`src/rtl/fetch_sequencer.sv`:
```
// fetch_sequencer: PC-advance and instruction-fetch handshake sequencer with
// redirect, pipeline-stall hold, halt/resume and a fetch-timeout watchdog.
`default_nettype none

module fetch_sequencer #(
  parameter logic [31:0] RESET_VECTOR = 32'h0,
  parameter int          WAIT_W       = 4,
  parameter int          MAX_WAIT     = 15
) (
  input  logic        clock,
  input  logic        reset,
  input  logic [31:0] cur_pc,
  output logic [31:0] next_pc,
  output logic        pc_stall,
  output logic        pc_confirm,
  output logic        pc_hlt,
  output logic        imem_req,
  output logic [31:0] imem_addr,
  input  logic        imem_ack,
  input  logic [31:0] imem_rdata,
  input  logic        pipe_stall,
  input  logic        redirect_valid,
  input  logic [31:0] redirect_pc,
  input  logic        halt_req,
  input  logic        resume,
  output logic [31:0] instr,
  output logic        instr_valid,
  output logic        timeout
);

  typedef enum logic [1:0] {
    S_IDLE   = 2'd0,
    S_FETCH  = 2'd1,
    S_HOLD   = 2'd2,
    S_HALTED = 2'd3
  } state_t;

  localparam logic [WAIT_W-1:0] WAIT_LIMIT = WAIT_W'(MAX_WAIT);
  localparam logic [WAIT_W-1:0] WAIT_ONE   = WAIT_W'(1);

  state_t            state_q, state_d;
  logic [WAIT_W-1:0] wait_cnt_q, wait_cnt_d;
  logic [31:0]       latch_q, latch_d;
  logic              timeout_q, timeout_d;
  logic [31:0]       redirect_target;
  logic [31:0]       seq_pc;

  // Redirect targets are forced word-aligned; low bits are simply masked.
  assign redirect_target = redirect_pc & 32'hFFFF_FFFC;
  assign seq_pc          = cur_pc + 32'd4;

  always_ff @(posedge clock or posedge reset) begin
    if (reset) begin
      state_q    <= S_IDLE;
      wait_cnt_q <= '0;
      latch_q    <= 32'h0;
      timeout_q  <= 1'b0;
    end else begin
      state_q    <= state_d;
      wait_cnt_q <= wait_cnt_d;
      latch_q    <= latch_d;
      timeout_q  <= timeout_d;
    end
  end

  always_comb begin
    state_d     = state_q;
    wait_cnt_d  = wait_cnt_q;
    latch_d     = latch_q;
    timeout_d   = timeout_q;
    next_pc     = cur_pc;
    pc_confirm  = 1'b0;
    instr       = latch_q;
    instr_valid = 1'b0;
    imem_req    = 1'b0;

    case (state_q)
      S_IDLE: begin
        next_pc    = RESET_VECTOR;
        state_d    = S_FETCH;
        wait_cnt_d = '0;
      end

      S_FETCH: begin
        imem_req = 1'b1;
        if (halt_req) begin
          state_d    = S_HALTED;
          wait_cnt_d = '0;
        end else if (redirect_valid) begin
          // Any same-cycle ack belongs to the squashed path and is dropped.
          pc_confirm = 1'b1;
          next_pc    = redirect_target;
          wait_cnt_d = '0;
        end else if (imem_ack) begin
          instr       = imem_rdata;
          instr_valid = 1'b1;
          wait_cnt_d  = '0;
          if (!pipe_stall) begin
            pc_confirm = 1'b1;
            next_pc    = seq_pc;
          end else begin
            latch_d = imem_rdata;
            state_d = S_HOLD;
          end
        end else if (wait_cnt_q == WAIT_LIMIT) begin
          timeout_d  = 1'b1;
          state_d    = S_HALTED;
          wait_cnt_d = '0;
        end else begin
          wait_cnt_d = wait_cnt_q + WAIT_ONE;
        end
      end

      S_HOLD: begin
        instr       = latch_q;
        instr_valid = 1'b1;
        if (halt_req) begin
          instr_valid = 1'b0;
          state_d     = S_HALTED;
        end else if (redirect_valid) begin
          instr_valid = 1'b0;
          pc_confirm  = 1'b1;
          next_pc     = redirect_target;
          wait_cnt_d  = '0;
          state_d     = S_FETCH;
        end else if (!pipe_stall) begin
          pc_confirm = 1'b1;
          next_pc    = seq_pc;
          wait_cnt_d = '0;
          state_d    = S_FETCH;
        end
      end

      S_HALTED: begin
        // A timeout halt is terminal until reset.
        if (resume && !timeout_q) begin
          state_d    = S_FETCH;
          wait_cnt_d = '0;
        end
      end

      default: begin
        state_d = S_IDLE;
      end
    endcase
  end

  assign pc_stall  = 1'b1;
  assign pc_hlt    = (state_q == S_HALTED);
  assign imem_addr = cur_pc;
  assign timeout   = timeout_q;

endmodule

`default_nettype wire
```
`config.mk`:
```
export PLATFORM = sky130hd
export DESIGN_NAME = fetch_sequencer
export DESIGN_NICKNAME = d
export VERILOG_FILES = /design/src/rtl/fetch_sequencer.sv
export SDC_FILE = /design/constraint.sdc
export NUM_CORES = 1
export LEC_CHECK = 0
export ABC_CLOCK_PERIOD_IN_PS = 6000
export BUFFER_PORTS_ARGS = -buffer_cell sky130_fd_sc_hd__buf_2
export CAP_MARGIN = 20
export CORE_MARGIN = 2
export CORE_UTILIZATION = 28
export DETAILED_ROUTE_END_ITERATION = 8
export PLACE_DENSITY_LB_ADDON = 0.08
export SYNTH_ARGS = -nofsm -noshare
export SYNTH_HDL_FRONTEND = slang
export SYNTH_SLANG_ARGS = --single-unit
export TNS_END_PERCENT = 20
```
`constraint.sdc`:
```
create_clock -name clock -period 6 [get_ports clock]
set_input_delay 0.3 -clock clock [delete_from_list [all_inputs] [get_ports clock]]
set_output_delay 0.3 -clock clock [all_outputs]
set_load 0.02 [all_outputs]
```
==> results of run 1 <==
## kinds of logic (layout without fill, tap and decap cells)
| group | Yosys count | in the layout | share of synthesized area |
|---|---|---|---|
| compound gates | 133 | 133 | 0.236 |
| simple gates | 122 | 122 | 0.171 |
| buf+inv | 78 | 230 | 0.126 |
| mux | 67 | 67 | 0.196 |
| flops | 39 | 39 | 0.254 |
| fa+ha+maj | 5 | 5 | 0.0163 |
| other cells | 1 | 1 | 0.000975 |
## power groups by stage
| stage | Clock, mW | Sequential (mW) | Combinational [mW] |
|---|---|---|---|
| 5_1_grt | 0.296 | 0.451 | 1.47 |
| 2_1_floorplan | 0 | 0.421 | 0.963 |
| 3_3_place_gp | 0 | 0.431 | 1.35 |
| 4_1_cts | 0.287 | 0.437 | 1.37 |
| 6_report | 0.274 | 0.436 | 1.36 |
| 3_5_place_dp | 0 | 0.441 | 1.37 |
## critical path, cell delays in order, from the launching register on
cell and delay (ns):
dfrtp_1 0.40, inv_1 0.09, ha_1 0.32, or2_1 0.30
and4_1 0.46, nand3_2 0.17, or4b_1 0.49, a21oi_1 0.20
buf_2 0.20
## metal layers
metal  up-vias  routed length [µm]  GRT usage
li1       1937                   -          -
met1      1905                6020      0.251
met3         4                1160     0.0385
met4         0                  40     0.0244
met2       148                6180      0.275
met5         -                   0          0
## layout make-up
class                      count  area, µm²  area share
timing repair buffer         208       1060       0.218
tap                          176        220      0.0454
inverter                      14       52.6      0.0108
clock buffer                   8        156      0.0322
multi-input combinational    328       2390       0.492
sequential                    39        976       0.201
## worst paths after layout
path                                start            end  slack (ns)  cells past startpoint
hold reg to reg               latch_q[22]    latch_q[22]        0.50                      1
min in group clock         imem_rdata[10]    latch_q[10]        0.27                      2
setup reg to reg               state_q[1]     latch_q[2]        3.33                      7
setup / recovery               state_q[0]    next_pc[25]        2.79                      8
max in group asynchronous           reset  wait_cnt_q[1]        5.49                      3
hold / removal                      reset    latch_q[22]        0.14                      3
## cell usage in the layout, fill, tap and decap left out, types with 5 or more instances in the layout
| cell type | count |
|---|---|
| buf_2 | 201 |
| mux2_2 | 66 |
| o21ai_0 | 39 |
| dfrtp_1 | 39 |
| nand2_1 | 27 |
| nor2_1 | 21 |
| a21oi_1 | 21 |
| inv_1 | 14 |
| nand4_1 | 13 |
| o221ai_1 | 11 |
| nand3_1 | 10 |
| nor3_1 | 9 |
| o21a_1 | 7 |
| buf_4 | 7 |
| nand2b_1 | 6 |
| a22oi_1 | 6 |
| and3_1 | 5 |
| nor2b_1 | 5 |
| a31oi_1 | 5 |
| o31ai_1 | 5 |
| and3_2 | 5 |
| ha_1 | 5 |
| clkbuf_16 | 5 |
## stage by stage
stage               hold slack [ns]  instances  cell area [µm²]
floorplan                     0.450        445             3850
global placement              0.462        764             4690
detailed placement            0.467        765             4690
CTS                           0.173        773             4850
global route                  0.200        773             4850
finish                        0.144        773             4850
## registers in the layout, summed over array words and instances (netlist names)
| register | cells |
|---|---|
| state_q | 2 |
| latch_q | 32 |
| wait_cnt_q | 4 |
| timeout | 1 |
==> impl_results.md, run 1 <==
- Status: finished, final reports clean
- Post-synthesis sequential area ratio: 0.254
- Initial antenna violation count: 0
- Core Area: 0.0133 mm²
- Gate power share: 0.657
- Full die area: 0.0147 mm²
- Synthesis warning total: 0
- WP data arrival: 2.91 ns
- Global-route wire length before repair: between 20000 and 25000 µm
- Synth top area cells: dfrtp_1, mux2_2, buf_4
- Worst setup path category: reg2out
- Cell with the most instances after synthesis: mux2_2
- Net count after synthesis: between 500 and 600
- Worst EP required: ~5.7 ns
- LEAKAGE: between 2 and 2.5 nW
- CTS clk-pin slew, worst paths: ~0.06 ns
- Mean Syn Cell Area: ~8.6 µm²
- Net Switching: slightly below 1 mW
- Postcts setup bufs: 0
- Seq pwr share: 0.211
- Post-Place Setup Slack: approximately 3 ns
- Mapped Area: slightly below 0.004 mm²
- Largest net degree at the start of global routing: 40
- Final worst-path cycle share: 0.536
- CTS max path bufs: 2
- Pwr Density: 426 mW/mm²
- Final worst slack: around 2.8 ns
- Final GP Congestion: 0.856
- Final setup viols: 0
- Top_reg_cell synth: dfrtp_1
- CP Max Fanout: 9
- Slew margin rel.: 0.619
- Post-DP HPWL: roughly 10000 µm
- Minimum clock period: roughly 3.2 ns
- Post-synthesis cell type count: 62
- Clock Latency Late Sink: 0.27 ns
- Setup_tns: 0 ns
- Die X-Extent: about 120 µm
- Synthesized flop and latch total: 39
- Post-synth EDFFs: 0
- Inserted Diodes: 0
- Residual DRC: 0
- Vias in the first global route: slightly below 4000
- Sw Ratio: 0.465
- I/O Pins: roughly 210
- Post-synth top cells: mux2_2, dfrtp_1, o21ai_0
- Clock sinks: 39
- Synth area leader: dfrtp_1
- Via Count: about 4000
- MaxCap Viol Count: 0
- PortBufs: about 200
- First DRT Iteration DRCs: 213
- Initial Utilization: 0.288
- DRT Pass-1 Iters: 4
- ANT nets after route: 0
- Post-DR wirelength/cell: around 17 µm
- Worst VDD drop: between 200 and 300 µV
- CP endpoint kind: output port
- Die H: 121 µm
- Unrepaired setup endpoints after global routing: false
- Power, Total: 2.07 mW
- Slew Viols, Final: 0
- Root buffer cell: clkbuf_16
- Final hold viol count: 0
- Startpoint types: flop
- Cells after Synth: 445
- Share of cells above drive strength 1: 0.501
- Hold Buf Count CTS: 0
- Post-layout net count: slightly above 700
- Drt total wl: approximately 13000 µm
- Max Fclk: approximately 310 MHz
- H-tree Lvls: 2
- Power share of the clock group: 0.132
- TritonCTS Buffers: 5
- Post-synth top area share: 0.254
- Overflow after GRT: 0
- Synthesis-to-layout area growth: 26.1%
- Row cnt: 42
- Vias per cell: around 5.2
- Final Core Density: 0.363
- Clock skew: 0.00250 ns
- Synth async-reset ratio: 1.00
- Worst-margin pin slew: 0.571 ns
- Hold WC Path Type: in2async
- Total GRT Usage: 0.175
- TritonCTS clock tree: yes
- Fillers: between 1000 and 1500
- Internal: 1.11 mW
- Post-CTS sizing: 0
Note: power is estimated with default switching activity, not from simulation.
==> inputs of run 2 (changes only) <==
--- a/config.mk
+++ b/config.mk
@@ -5,7 +5,7 @@
 export SDC_FILE = /design/constraint.sdc
 export NUM_CORES = 1
 export LEC_CHECK = 0
-export ABC_CLOCK_PERIOD_IN_PS = 6000
+export ABC_CLOCK_PERIOD_IN_PS = 3200
 export BUFFER_PORTS_ARGS = -buffer_cell sky130_fd_sc_hd__buf_2
 export CAP_MARGIN = 20
 export CORE_MARGIN = 2
==> constraint.sdc (replaced) <==
create_clock -name clock -period 3.2 [get_ports clock]
set_input_delay 0.16 -clock clock [delete_from_list [all_inputs] [get_ports clock]]
set_output_delay 0.16 -clock clock [all_outputs]
set_load 0.02 [all_outputs]
==> run 2 against run 1 <==
Net effect:
- hold slack lost 0.14 ns
- design area shrank 0.23%
- sequential share of layout area is essentially flat
- clock-buffer cell count shrank 1
- sequential power grew 88%
- largest power group unchanged
==> impl_results.md, run 2 (synthesis gave the netlist of run 1 again) <==
- Pwr Density: ~790 mW/mm²
- Unrepaired setup endpoints after global routing: false
- Minimum clock period: ~2.8 ns
- Clock sinks: 39
- Vias per cell: between 5 and 6
- Post-Place Setup Slack: approximately 0.7 ns
- Reg-to-Reg Start: state_q[1]
- Final worst-path cycle share: 0.873
- H-tree Lvls: 2
- Worst EP required: roughly 3.0 ns
- Startpoint types: flop
- MaxCap Viol Count: 0
- Design Area, Final: 0.00484 mm²
- First DRT Iteration DRCs: 311
- Global-route wire length before repair: around 20000 µm
- Core Area: around 0.013 mm²
- CTS clk-pin slew, worst paths: 0.06 ns
- Clock Latency Late Sink: about 0.28 ns
- Hold Slack: 0.00292 ns
- CP Max Fanout: 9
- DRT Pass-1 Iters: 5
- CP delay by family, top: simple AND/OR/NAND/NOR gates
- Initial Utilization: 0.288
- TritonCTS clock tree: yes
- PortBufs: 201
- Final worst slack: a little over 0.4 ns
- Full die area: between 0.01 and 0.015 mm²
- Synthesis-to-layout area growth: 25.8%
- Hold Buf Count CTS: 0
- Status: finished, final reports clean
- Slew Viols, Final: 0
- Most frequent cells in the layout: buf_2, mux2_2, o21ai_0, dfrtp_1, nand2_1
- Post-layout net count: roughly 710
- Max Fclk: 358 MHz
- Commonest non-fill, non-tap cell in the layout: buf_2
- Crit-path slowest cell: or4b_1
- Worst stage delay on the critical path: around 0.48 ns
- DP Area: ~0.0047 mm²
- Max reg flops: 32
- Slew margin rel.: 0.585
- Final GP Congestion: 0.881
- Root buffer cell: clkbuf_16
- Setup_tns: 0 ns
- Residual DRC: 0
- Largest registers: latch_q x32, wait_cnt_q x4, state_q x2
- Hold WC Path Type: in2async
- Finished Layout Cells: about 770
- Fillers: 1467
- Share of cells above drive strength 1: 0.500
- Inserted Diodes: 0
- Final hold viol count: 0
- Drt total wl: roughly 13000 µm
- Initial antenna violation count: 0
- Final setup viols: 0
- Worst setup path category: reg2out
- Worst-margin pin slew: 0.622 ns
- Power, Total: 3.84 mW
- Die H: ~120 µm
- Post-DP HPWL: 10200 µm
- WP data arrival: 2.63 ns
- CP endpoint kind: output port
- Largest net degree at the start of global routing: 40
- CTS max path bufs: 2
- Total GRT Usage: 0.174
- LEAKAGE: between 2 and 2.5 nW
- Vias in the first global route: 3907
- Largest Register: latch_q
- Via Count: 4063
- ANT nets after route: 0
- Worst Setup SP: state_q[0]
- Worst VDD drop: roughly 360 µV
- Post-DR wirelength/cell: around 17 µm
- Overflow after GRT: 0
- Inst Count DP: between 700 and 800
- Row cnt: 42
- Final Core Density: 0.362
- I/O Pins: 205
- CP Cell Sequence: inv_1, ha_1, or2_1, and4_1, nand3_2, or4b_1, a21oi_1, buf_2
- TritonCTS Buffers: 5
- Post-CTS sizing: 0
- Clock skew: just over 0.004 ns
- Bufs and invs on worst path: 2
- Postcts setup bufs: 0
- Die X-Extent: about 120 µm
-- run 2: tightest hold or removal path, cell delays in order --
cell and delay, ns:
buf_2 0.09, inv_1 0.04, buf_4 0.43
-- run 2: power breakdown --
part | switching [mW] | total (mW) | internal (mW)
Sequential | 0.107 | 0.819 | 0.712
Clock | 0.187 | 0.475 | 0.288
Combinational | 1.51 | 2.54 | 1.03
-- run 2: path summary, 6_finish.rpt --
check / to / slack, ns / depth (start not counted)
min in group clock: latch_q[2] / 0.12 / 2
setup / recovery: next_pc[25] / 0.41 / 8
hold / removal: latch_q[19] / 0.003 / 3
hold reg to reg: timeout / 0.49 / 1
max in group asynchronous: latch_q[29] / 2.85 / 3
setup reg to reg: latch_q[18] / 1.26 / 6
-- run 2: cell type report --
class	instances	area [µm²]	area share
multi-input combinational	328	2390	0.493
timing repair buffer	209	1070	0.220
sequential	39	976	0.202
tap	176	220	0.0455
clock buffer	7	133	0.0274
inverter	14	52.6	0.0109
clock inverter	1	5.00	0.00103
-- run 2: per-layer routing --
metal  track usage  wire length (µm)
met5             0                 0
met4        0.0259                70
met3        0.0423              1150
met2         0.287              6220
met1         0.236              6000
==> inputs of run 3 (changes only) <==
--- a/config.mk
+++ b/config.mk
@@ -5,6 +5,7 @@
 export SDC_FILE = /design/constraint.sdc
 export NUM_CORES = 1
 export LEC_CHECK = 0
+export ABC_AREA = 1
 export ABC_CLOCK_PERIOD_IN_PS = 3200
 export BUFFER_PORTS_ARGS = -buffer_cell sky130_fd_sc_hd__buf_2
 export CAP_MARGIN = 20
==> run 3 against run 2 <==
Net effect:
- synthesized cell count rose by 58%
- clock-buffer cell count fell by 1
- critical path type unchanged
- largest cell class unchanged
- utilization rose by 0.26 points
- hold slack improved by 0.14 ns
- critical path depth rose by 1
- critical endpoint is now next_pc[16]
- highest routed layer unchanged
- synthesized area rose by 8.3%
- first-iteration DRC count rose by 14%
==> impl_results.md, run 3 <==
- Status: finished, final reports clean
- Fillers: 1670
- Hold Buf Count CTS: 1
- Cell with the most instances after synthesis: nand2_1
- Mapped Area: roughly 0.0042 mm²
- Max reg flops: 32
- Initial antenna violation count: 0
- Global-route wire length before repair: roughly 23000 µm
- CP Cell Sequence: inv_1, ha_1, nor2_1, nor2_2, inv_1, a211oi_1, nand2_1, o21ai_0, buf_2
- Root buffer cell: clkbuf_16
- Row cnt: 44
- Minimum clock period: approximately 2.7 ns
- Residual DRC: 0
- Post-DR wirelength/cell: ~14 µm
- Unrepaired setup endpoints after global routing: false
- Synth async-reset ratio: 1.00
- Worst stage delay on the critical path: 0.44 ns
- WP data arrival: between 2 and 3 ns
- Overflow after GRT: 0
- Initial Utilization: 0.287
- Worst-margin pin slew: approximately 1 ns
- Commonest non-fill, non-tap cell in the layout: buf_2
- Mean Syn Cell Area: 5.94 µm²
- Crit-path most repeated cell: inv_1
- Clock skew: 0.00269 ns
- Register area: approximately 980 µm²
- Post-synth top area share: 0.234
- Final setup viols: 0
- CTS clk-pin slew, worst paths: 0.06 ns
- Synthesized flop and latch total: 39
- Multi-input gate area: between 0.002 and 0.0025 mm²
- Slew margin rel.: 0.347
- Core Area: about 0.015 mm²
- CP Max Fanout: 22
- Worst r2r path cells: 6
- PortBufs: 201
- MaxCap Viol Count: 0
- Post-layout net count: a little under 1000
- Final worst slack: 0.487 ns
- Hold path cells: 3
- Post-Place Setup Slack: between 0.8 and 0.9 ns
- Post-synth EDFFs: 0
- I/O Pins: 205
- Post-synthesis cell type count: 38
- Vias in the first global route: around 4600
- Postcts setup bufs: 0
- Full die area: roughly 0.016 mm²
- Hold WC Path Type: in2reg
- Post-DP HPWL: 11200 µm
- Drt total wl: between 10000 and 15000 µm
- Share of cells above drive strength 1: 0.287
- Pwr Density: roughly 740 mW/mm²
- Final GP Congestion: between 0.8 and 0.9
- Top_reg_cell synth: dfrtp_1
- Final hold viol count: 0
- Synth top area cells: dfrtp_1, nand2_1, o21ai_0
- Synthesis warning total: 0
- Post-CTS sizing: 0
- Largest Register: latch_q
- DRT Pass-1 Iters: 5
- Die H: approximately 130 µm
- Total GRT Usage: 0.176
- ANT nets after route: 0
- Inserted Diodes: 0
- CTS max path bufs: 2
- Startpoint types: flop
- Slew Viols, Final: 0
- Net count after synthesis: between 800 and 900
- First DRT Iteration DRCs: approximately 360
- Most frequent cells in the layout: buf_2, nand2_1, inv_1
- Largest registers: latch_q x32, wait_cnt_q x4, state_q x2
- Final worst-path cycle share: 0.848
- Post-synth top cells: nand2_1, inv_1, o21ai_0
- TritonCTS clock tree: yes
- CP endpoint kind: output port
- Clock sinks: 39
- Die X-Extent: 126 µm
- LEAKAGE: 2.84 nW
- Setup_tns: 0 ns
- TritonCTS Buffers: 5
- Worst setup path category: reg2out
- Crit-path slowest cell: inv_1
- Clock Latency Late Sink: 0.28 ns
- Largest net degree at the start of global routing: 65
- Worst VDD drop: a little under 500 µV
- Synthesis-to-layout area growth: 27.4%
- Worst EP required: just over 3 ns
- Via Count: between 4000 and 5000
- H-tree Lvls: 2
- Synth area leader: dfrtp_1
- Cells after Synth: between 700 and 800
- Vias per cell: 4.81
- Post-synthesis sequential area ratio: 0.234
- Max Fclk: approximately 370 MHz
## run 3: cell types whose count changed after synthesis, sizes merged, moves of 19 or more
| cell | change |
|---|---|
| nand2 | +157 |
| nand3 | +42 |
| nor2 | +51 |
| a211oi | +19 |
| inv | +88 |
| mux2 | -66 |
| o21ai | +52 |
## run 3: metrics by stage
stage	std cells	utilization	cell area, µm²	hold slack [ns]	total power, mW
floorplan	701	-	4170	0.319	2.52
global placement	1030	0.350	5080	0.428	3.30
detailed placement	1031	0.351	5110	0.186	3.33
CTS	1040	0.365	5310	0.133	4.00
global route	1040	0.365	5310	0.156	4.29
finish	1040	0.365	5310	0.142	3.95
## run 3: area by class of cell
class                   count  area share
inverters                 102      0.0722
clock inverters             2      0.0113
multi-input cells         496       0.457
flip-flops and latches     39       0.184
clock buffers               6      0.0243
well taps                 184      0.0434
repair buffers            211       0.208
## run 3: kinds of logic (layout without fill, tap and decap cells)
family / count (synthesis) / after routing / synth area share
simple gates: 346 / 346 / 0.366
other cells: 1 / 1 / 0.000900
fa+ha+maj: 5 / 5 / 0.0150
compound gates: 144 / 144 / 0.200
buf+inv: 166 / 321 / 0.184
flops: 39 / 39 / 0.234
## run 3: metal layers
metal  routed length, µm  GRT usage  vias up
met3                1170     0.0310        9
met4                 136     0.0375        0
met5                   0          0        -
met2                6690      0.294      207
li1                    -          -     2563
met1                6650      0.239     2220
## run 3: worst paths after layout
| path | start | end | slack [ns] |
|---|---|---|---|
| worst max-delay path | state_q[1] | next_pc[16] | 0.49 |
| worst min-delay path | imem_rdata[22] | latch_q[22] | 0.14 |
| min in group asynchronous | reset | latch_q[24] | 0.42 |
| worst min register to register | latch_q[31] | latch_q[31] | 0.48 |
| worst max register to register | state_q[1] | latch_q[12] | 0.95 |
| max in group asynchronous | reset | latch_q[31] | 2.09 |
## run 3: report_power, final
part / switching [mW] / internal, mW / leakage (nW)
clock network: 0.193 / 0.447 / 0.0911
registers: 0.128 / 0.717 / 0.495
logic: 1.64 / 0.826 / 2.25
total: 1.96 / 1.99 / 2.84
## run 3: worst max-delay path: cells and delay by family, from the launching register on
family                   cells  cell delay [ns]
adder cells (fa/ha/maj)      1             0.24
flip-flops                   1             0.41
buffers and inverters        3             0.70
AND/OR/NAND/NOR              3             0.50
AO/OA/AOI/OAI                2             0.42
